<file path="config.mk">
export PLATFORM = sky130hd
export DESIGN_NAME = fetch_unit_flat
export DESIGN_NICKNAME = d
export VERILOG_FILES = /design/src/rtl/fetch_pkg.sv /design/src/rtl/fetch_unit_if.sv /design/src/rtl/fetch_fifo.sv /design/src/rtl/fetch_unit.sv /design/src/flat_wrapper.sv
export SDC_FILE = /design/constraint.sdc
export NUM_CORES = 1
export LEC_CHECK = 0
export CAP_MARGIN = 0
export CORE_UTILIZATION = 45
export DETAILED_ROUTE_END_ITERATION = 7
export PLACE_DENSITY = 0.7
export SLEW_MARGIN = 0
export SYNTH_ARGS = -nofsm -noshare
export SYNTH_HDL_FRONTEND = slang
export SYNTH_SLANG_ARGS = --single-unit
</file>
<file path="constraint.sdc">
create_clock -name clk -period 4.95 [get_ports clk]
set_input_delay 0.7425 -clock clk [delete_from_list [all_inputs] [get_ports clk]]
set_output_delay 0.7425 -clock clk [all_outputs]
set_load 0.03 [all_outputs]
</file>
<file path="src/rtl/fetch_pkg.sv">
`default_nettype none
// ---------------------------------------------------------------------------
// fetch_pkg : shared types and constants for the instruction-fetch front end
// Revision 1.0 - initial release
// ---------------------------------------------------------------------------
package fetch_pkg;

  localparam int          FETCH_XLEN  = 32;
  localparam int          INSTR_BYTES = 4;
  localparam logic [31:0] NOP         = 32'h0000_0013;
  // Bounds the number of stale responses still in flight after redirects
  localparam int          DISCARD_W   = 16;

  typedef struct packed {
    logic [31:0]           instr;
    logic [FETCH_XLEN-1:0] pc;
  } fetch_entry_t;

  function automatic int ptr_w(input int depth);
    return $clog2(depth) + 1;
  endfunction

endpackage
`default_nettype wire

</file>
<file path="src/rtl/fetch_unit_if.sv">
`default_nettype none
// ---------------------------------------------------------------------------
// fetch_unit_if : imem, redirect, decode and perf signals of the fetch unit
// Revision 1.0 - initial release
// ---------------------------------------------------------------------------
interface fetch_unit_if #(
  parameter int XLEN = 32
);

  logic            imem_req;
  logic [XLEN-1:0] imem_addr;
  logic            imem_rvalid;
  logic [31:0]     imem_rdata;
  logic            redirect;
  logic [XLEN-1:0] redirect_pc;
  logic [31:0]     instr_d;
  logic [XLEN-1:0] pc_d;
  logic [XLEN-1:0] pcplus4_d;
  logic            valid_d;
  logic            ready_d;
  logic [31:0]     perf_fetched;
  logic [31:0]     perf_redirects;
  logic [31:0]     perf_stalls;

  modport master (
    output imem_req, imem_addr,
    input  imem_rvalid, imem_rdata,
    input  redirect, redirect_pc,
    output instr_d, pc_d, pcplus4_d, valid_d,
    input  ready_d,
    output perf_fetched, perf_redirects, perf_stalls
  );

  modport slave (
    input  imem_req, imem_addr,
    output imem_rvalid, imem_rdata,
    output redirect, redirect_pc,
    input  instr_d, pc_d, pcplus4_d, valid_d,
    output ready_d,
    input  perf_fetched, perf_redirects, perf_stalls
  );

endinterface
`default_nettype wire

</file>
<file path="src/rtl/fetch_fifo.sv">
`default_nettype none
// ---------------------------------------------------------------------------
// fetch_fifo : synchronous first-word-fall-through queue with flush
// Revision 1.0 - initial release
// ---------------------------------------------------------------------------
module fetch_fifo
  import fetch_pkg::*;
#(
  parameter int  DEPTH   = 4,
  parameter type ENTRY_T = fetch_entry_t,
  localparam int PW      = ptr_w(DEPTH)
) (
  input  wire logic    clk,
  input  wire logic    reset,
  input  wire logic    push,
  input  wire ENTRY_T  push_entry,
  input  wire logic    pop,
  input  wire logic    flush,
  output      ENTRY_T  head,
  output      logic    empty,
  output      logic [PW-1:0] count
);

  localparam int AW = $clog2(DEPTH);

  ENTRY_T        mem_q [DEPTH];
  logic [PW-1:0] wr_ptr_q, wr_ptr_d;
  logic [PW-1:0] rd_ptr_q, rd_ptr_d;

  // Pointers carry one extra wrap bit so full and empty are distinguishable
  assign count = wr_ptr_q - rd_ptr_q;
  assign empty = (count == '0);
  assign head  = mem_q[rd_ptr_q[AW-1:0]];

  always_comb begin
    wr_ptr_d = wr_ptr_q;
    rd_ptr_d = rd_ptr_q;
    if (flush) begin
      wr_ptr_d = '0;
      rd_ptr_d = '0;
    end else begin
      if (push)
        wr_ptr_d = wr_ptr_q + PW'(1);
      if (pop && !empty)
        rd_ptr_d = rd_ptr_q + PW'(1);
    end
  end

  always_ff @(posedge clk) begin
    if (reset) begin
      wr_ptr_q <= '0;
      rd_ptr_q <= '0;
    end else begin
      wr_ptr_q <= wr_ptr_d;
      rd_ptr_q <= rd_ptr_d;
    end
  end

  always_ff @(posedge clk) begin
    if (push && !flush)
      mem_q[wr_ptr_q[AW-1:0]] <= push_entry;
  end

endmodule
`default_nettype wire

</file>
<file path="src/rtl/fetch_unit.sv">
`default_nettype none
// ---------------------------------------------------------------------------
// fetch_unit : decoupled instruction fetch with redirect and stale-drop logic
// Optional perf counters enabled by defining FETCH_PERF_EN.
// Revision 1.0 - initial release
// ---------------------------------------------------------------------------
module fetch_unit
  import fetch_pkg::*;
#(
  parameter int              XLEN     = 32,
  parameter int              DEPTH    = 4,
  parameter logic [XLEN-1:0] RESET_PC = '0
) (
  input wire logic    clk,
  input wire logic    reset,
  fetch_unit_if.master bus
);

  localparam int              PW       = ptr_w(DEPTH);
  localparam logic [PW:0]     DEPTH_C  = (PW+1)'(DEPTH);
  localparam logic [XLEN-1:0] STEP     = XLEN'(INSTR_BYTES);
  localparam logic [XLEN-1:0] ALIGN_M  = ~XLEN'(3);
  localparam logic [XLEN-1:0] RESET_AL = RESET_PC & ALIGN_M;

  typedef struct packed {
    logic [31:0]     instr;
    logic [XLEN-1:0] pc;
  } entry_t;

  logic [XLEN-1:0]      pc_f_q, pc_f_d;
  logic [XLEN-1:0]      rsp_pc_q, rsp_pc_d;
  logic [PW-1:0]        outstanding_q, outstanding_d;
  logic [DISCARD_W-1:0] discard_q, discard_d;

  logic          issue;
  logic          accept;
  logic          valid;
  logic          pop;
  logic          empty;
  logic [PW-1:0] count;
  entry_t        head;
  entry_t        push_entry;

  // Credit covers queued plus live in-flight words, so a push always has room
  assign issue  = !reset && !bus.redirect &&
                  (({1'b0, count} + {1'b0, outstanding_q}) < DEPTH_C);
  assign accept = bus.imem_rvalid && (discard_q == '0) && !bus.redirect;
  assign valid  = !empty && !reset;
  assign pop    = valid && bus.ready_d && !bus.redirect;

  assign push_entry = '{instr: bus.imem_rdata, pc: rsp_pc_q};

  fetch_fifo #(
    .DEPTH   (DEPTH),
    .ENTRY_T (entry_t)
  ) u_fifo (
    .clk        (clk),
    .reset      (reset),
    .push       (accept),
    .push_entry (push_entry),
    .pop        (pop),
    .flush      (bus.redirect),
    .head       (head),
    .empty      (empty),
    .count      (count)
  );

  assign bus.imem_req  = issue;
  assign bus.imem_addr = pc_f_q;
  assign bus.valid_d   = valid;
  assign bus.instr_d   = empty ? NOP : head.instr;
  assign bus.pc_d      = head.pc;
  assign bus.pcplus4_d = head.pc + STEP;

  always_comb begin
    pc_f_d        = pc_f_q;
    rsp_pc_d      = rsp_pc_q;
    outstanding_d = outstanding_q;
    discard_d     = discard_q;
    if (bus.redirect) begin
      // Every live request becomes stale; a response arriving now is stale too
      pc_f_d        = bus.redirect_pc & ALIGN_M;
      rsp_pc_d      = bus.redirect_pc & ALIGN_M;
      outstanding_d = '0;
      discard_d     = discard_q + DISCARD_W'(outstanding_q)
                      - DISCARD_W'(bus.imem_rvalid);
    end else begin
      if (issue)
        pc_f_d = pc_f_q + STEP;
      if (accept)
        rsp_pc_d = rsp_pc_q + STEP;
      if (bus.imem_rvalid && discard_q != '0)
        discard_d = discard_q - DISCARD_W'(1);
      outstanding_d = outstanding_q + PW'(issue) - PW'(accept);
    end
  end

  always_ff @(posedge clk) begin
    if (reset) begin
      pc_f_q        <= RESET_AL;
      rsp_pc_q      <= RESET_AL;
      outstanding_q <= '0;
      discard_q     <= '0;
    end else begin
      pc_f_q        <= pc_f_d;
      rsp_pc_q      <= rsp_pc_d;
      outstanding_q <= outstanding_d;
      discard_q     <= discard_d;
    end
  end

`ifdef FETCH_PERF_EN
  logic [31:0] perf_fetched_q, perf_fetched_d;
  logic [31:0] perf_redirects_q, perf_redirects_d;
  logic [31:0] perf_stalls_q, perf_stalls_d;

  always_comb begin
    perf_fetched_d   = perf_fetched_q + {31'd0, pop};
    perf_redirects_d = perf_redirects_q + {31'd0, bus.redirect};
    perf_stalls_d    = perf_stalls_q + {31'd0, valid && !bus.ready_d};
  end

  always_ff @(posedge clk) begin
    if (reset) begin
      perf_fetched_q   <= '0;
      perf_redirects_q <= '0;
      perf_stalls_q    <= '0;
    end else begin
      perf_fetched_q   <= perf_fetched_d;
      perf_redirects_q <= perf_redirects_d;
      perf_stalls_q    <= perf_stalls_d;
    end
  end

  assign bus.perf_fetched   = perf_fetched_q;
  assign bus.perf_redirects = perf_redirects_q;
  assign bus.perf_stalls    = perf_stalls_q;
`else
  assign bus.perf_fetched   = '0;
  assign bus.perf_redirects = '0;
  assign bus.perf_stalls    = '0;
`endif

endmodule
`default_nettype wire

</file>
<file path="src/flat_wrapper.sv">
// flat-port wrapper written by rule: the top's interface ports become plain ports
module fetch_unit_flat import fetch_pkg::*;
#(
  parameter int              XLEN     = 32,
  parameter int              DEPTH    = 4,
  parameter logic [XLEN-1:0] RESET_PC = '0
)
  (clk, reset, bus_imem_req, bus_imem_addr, bus_imem_rvalid, bus_imem_rdata, bus_redirect, bus_redirect_pc, bus_instr_d, bus_pc_d, bus_pcplus4_d, bus_valid_d, bus_ready_d, bus_perf_fetched, bus_perf_redirects, bus_perf_stalls);
  fetch_unit_if #(.XLEN(XLEN)) bus_i ();
  input wire logic clk;
  input wire logic reset;
  output wire logic [$bits(bus_i.imem_req)-1:0] bus_imem_req;
  output wire logic [$bits(bus_i.imem_addr)-1:0] bus_imem_addr;
  input wire logic [$bits(bus_i.imem_rvalid)-1:0] bus_imem_rvalid;
  input wire logic [$bits(bus_i.imem_rdata)-1:0] bus_imem_rdata;
  input wire logic [$bits(bus_i.redirect)-1:0] bus_redirect;
  input wire logic [$bits(bus_i.redirect_pc)-1:0] bus_redirect_pc;
  output wire logic [$bits(bus_i.instr_d)-1:0] bus_instr_d;
  output wire logic [$bits(bus_i.pc_d)-1:0] bus_pc_d;
  output wire logic [$bits(bus_i.pcplus4_d)-1:0] bus_pcplus4_d;
  output wire logic [$bits(bus_i.valid_d)-1:0] bus_valid_d;
  input wire logic [$bits(bus_i.ready_d)-1:0] bus_ready_d;
  output wire logic [$bits(bus_i.perf_fetched)-1:0] bus_perf_fetched;
  output wire logic [$bits(bus_i.perf_redirects)-1:0] bus_perf_redirects;
  output wire logic [$bits(bus_i.perf_stalls)-1:0] bus_perf_stalls;
  assign bus_imem_req = bus_i.imem_req;
  assign bus_imem_addr = bus_i.imem_addr;
  assign bus_i.imem_rvalid = bus_imem_rvalid;
  assign bus_i.imem_rdata = bus_imem_rdata;
  assign bus_i.redirect = bus_redirect;
  assign bus_i.redirect_pc = bus_redirect_pc;
  assign bus_instr_d = bus_i.instr_d;
  assign bus_pc_d = bus_i.pc_d;
  assign bus_pcplus4_d = bus_i.pcplus4_d;
  assign bus_valid_d = bus_i.valid_d;
  assign bus_i.ready_d = bus_ready_d;
  assign bus_perf_fetched = bus_i.perf_fetched;
  assign bus_perf_redirects = bus_i.perf_redirects;
  assign bus_perf_stalls = bus_i.perf_stalls;
  fetch_unit #(.XLEN(XLEN), .DEPTH(DEPTH), .RESET_PC(RESET_PC)) u_core (.clk(clk), .reset(reset), .bus(bus_i));
endmodule
</file>
==> flow_summary.yaml <==
power:
  switchingPower_mw: 2.15
  p_sw_share_pct: 28.9
  ir_worst_vdd_uv: 294
  intPower_mw: 5.30
  power_density_nw_per_um2: 380
  power_mw: 7.45
  pwr-share-clk_pct: 35.2
  seqPwrFrac_pct: 43.2
  leakage_nw: 6.76
  p_comb_share_pct: 21.6
worst_setup_path:
  critPathKind: "reg2out"
  cp_cell_sequence: "buf_4 -> mux4_2 -> and3_1 -> nand4_1 -> xnor2_1 -> clkdlybuf4s50_1"
  critPathArrivalTime_ps: 3530
  startpoint_type: "register"
  required_ps: 4210
  slowest_delay_ps: 710
  crit_slowest_cell: "dfxtp_4"
  critical-path-top-delay-family: "buffers and inverters"
  crit_buf_inv: 2
  critPathMaxFanout: 29
  end_kind: "primary output"
clock_tree:
  holdBufCountCts: 0
  clk_pin_slew_worst_paths_ps: 60
  cts_buffers: 37
  clkSinkCount: 335
  insertion_delay_ps: 530
  cts_tree: "yes"
  ctsResizeCount: 0
  post-cts-setup-buffers: 0
  clockBufferDepth: 3
  htree_levels: 2
  cts_root_buffer: "clkbuf_16"
floorplanning:
  die_w_um: 193
  rows: 69
  io_pins: 295
  dieHeight_um: 193
  start_util_pct: 45.9
  core-area_um2: 35700
  die_area_um2: 37200
logic_synthesis:
  async_flop_share_pct: 0
  yosys_warnings: 0
  ys_seq_area_share_pct: 56.0
  netlist_instances: 1270
  synth_edf_count: 248
  synthesis.area_um2: 16400
  synth_cell_types: 80
  ys_ff_latch: 335
  syn_avg_cell_area_um2: 12.9
  synthFlopType: "edfxtp_1"
drt:
  drc: 18
  antenna_left: 0
  finalWirelength_mm: 35.8
  vias: 10500
  drt_iter0_markers: 742
  wl_per_cell_um: 18.3
  viasPerCell: 5.37
  drtPass1Iterations: 7
global_route:
  grt_antenna_before_repair: 0
  grt_pass1_vias: 10100
  grt_pass1_wl_mm: 54.9
  grt_use_total_pct: 19.1
  grt_overflow: 0
  grt_max_degree: 67
sta:
  slew_viol_final: 0
  worstMarginPinSlew_ps: 854
  setup_tns_ps: 0
  layout_setup_ws_ps: 678
  fin_crit_ps: 4270
  fmax_mhz: 234
  fin_worst_skew_ps: 21.5
  grt_setup_unrepaired: "false"
  maxSlewHeadroom_pct: 42.5
  finalCritPeriodShare_pct: 86.3
  setup_viol: 0
  finalHoldViolations: 0
final_layout:
  drive_above_1_share_pct: 11.0
  final_area_um2: 19600
  area_growth_pct: 19.5
  final_nets: 1591
  n_antenna_cell: 0
place:
  port_buffers: 190
  dp_worst_setup_slack_ps: 1110
  dpl-instance-area_um2: 18400
  post-dp-hpwl_mm: 24.0
  place_congestion: 0.882
outcome:
  outcome: "complete, but fails checks"
  violations: "design-rule violations"
min_path:
  min_path_type: "reg2reg"
run:
  max-cap-violations: 0
cell usage in the layout, fill, tap and decap left out, types with 34 or more instances in the layout:
cell,n
inv_1,58
edfxtp_1,248
clkdlybuf4s50_1,188
a21oi_1,41
ha_1,50
xnor2_1,57
dfxtp_1,85
conb_1,102
nor2b_1,34
clkbuf_16,38
nand3_1,42
mux4_2,59
nor2_1,69
nand2_1,64
power groups by stage:
stage / clock, mW / combinational (mW) / sequential, mW
after floorplan: 0 / 1.26 / 3.27
after global placement: 0 / 1.56 / 3.26
after detailed placement: 0 / 1.59 / 3.27
after CTS: 2.69 / 1.60 / 3.21
after global routing: 2.78 / 1.79 / 3.22
final: 2.62 / 1.61 / 3.21
stage by stage:
stage	instances	hold slack (ps)	utilization, %
floorplan	1371	475	-
global placement	1891	501	51.6
detailed placement	1891	506	51.6
CTS	1956	520	54.9
global route	1956	555	54.9
finish	1956	529	54.9
worst reg2reg max path, stage by stage (launching register included):
cell	delay, ps
dfxtp_1	350
inv_1	130
ha_1	160
inv_1	50
fa_1	380
xor2_1	170
xnor2_1	220
ha_1	270
nor3_1	160
nand3_1	210
buf_4	290
ha_1	310
inv_1	40
ha_1	190
fa_1	390
xnor2_1	170
nor2_1	50
final cells by class:
cell class,instances,area (um^2)
clock inverters,19,174
repair buffers,205,2050
flip-flops and latches,335,9190
well taps,461,577
inverters,59,221
multi-input cells,831,6400
clock buffers,46,991
fillers,2975,16100
registers in the layout (all words and copies together) (netlist names), named ones only:
register and cells:
u_core.rsp_pc_q 30, u_core.bus.imem_addr 30, u_core.discard_q 16, u_core.u_fifo.wr_ptr_q 3, u_core.outstanding_q 3, u_core.u_fifo.rd_ptr_q 3, u_core.u_fifo.mem_q 248
synthesized netlist by cell type, types with 10 or more instances:
| library cell | n | area [um^2] |
|---|---|---|
| xnor2_1 | 57 | 499 |
| nor2b_1 | 34 | 213 |
| clkbuf_1 | 26 | 97.6 |
| nor3_1 | 25 | 125 |
| and3_1 | 24 | 150 |
| a211oi_1 | 18 | 135 |
| nand3_1 | 42 | 210 |
| nand2_1 | 64 | 240 |
| ha_1 | 50 | 626 |
| a21oi_1 | 41 | 205 |
| mux4_2 | 59 | 1330 |
| xor2_1 | 30 | 263 |
| dfxtp_1 | 87 | 1740 |
| nor2_1 | 69 | 259 |
| edfxtp_1 | 248 | 7450 |
| inv_1 | 59 | 221 |
| a21boi_0 | 15 | 113 |
| and2_1 | 10 | 62.6 |
| o21ai_0 | 28 | 140 |
| buf_4 | 103 | 773 |
| nand4_1 | 32 | 200 |
routing by layer:
| layer | GRT usage (%) | wire length (um) | vias to the layer above |
|---|---|---|---|
| li1 | - | - | 4928 |
| met1 | 27.4 | 16600 | 5164 |
| met2 | 30.3 | 16300 | 353 |
| met3 | 2.66 | 2130 | 55 |
| met4 | 5.68 | 765 | 0 |
| met5 | 0 | 0 | - |
path summary, 6_finish.rpt:
path	slack, ps	from	depth (start not counted)	end
worst min-delay path	530	u_core.bus.imem_addr[25]	2	u_core.bus.imem_addr[25]
worst min register to register	530	u_core.bus.imem_addr[25]	2	u_core.bus.imem_addr[25]
worst max-delay path	680	register	6	bus_pcplus4_d[31]
worst max register to register	1310	u_core.u_fifo.wr_ptr_q[0]	16	u_core.outstanding_q[2]
cell families after synthesis:
family / after synthesis / synth area share, %
simple gates: 358 / 11.9
compound gates: 160 / 6.70
fa+ha+maj: 53 / 4.18
flops: 335 / 56.0
xor+xnor: 87 / 4.64
buf+inv: 205 / 7.36
other cells: 1 / 0.0229
mux: 71 / 9.17
No activity file was read; power rests on OpenSTA's default activity.
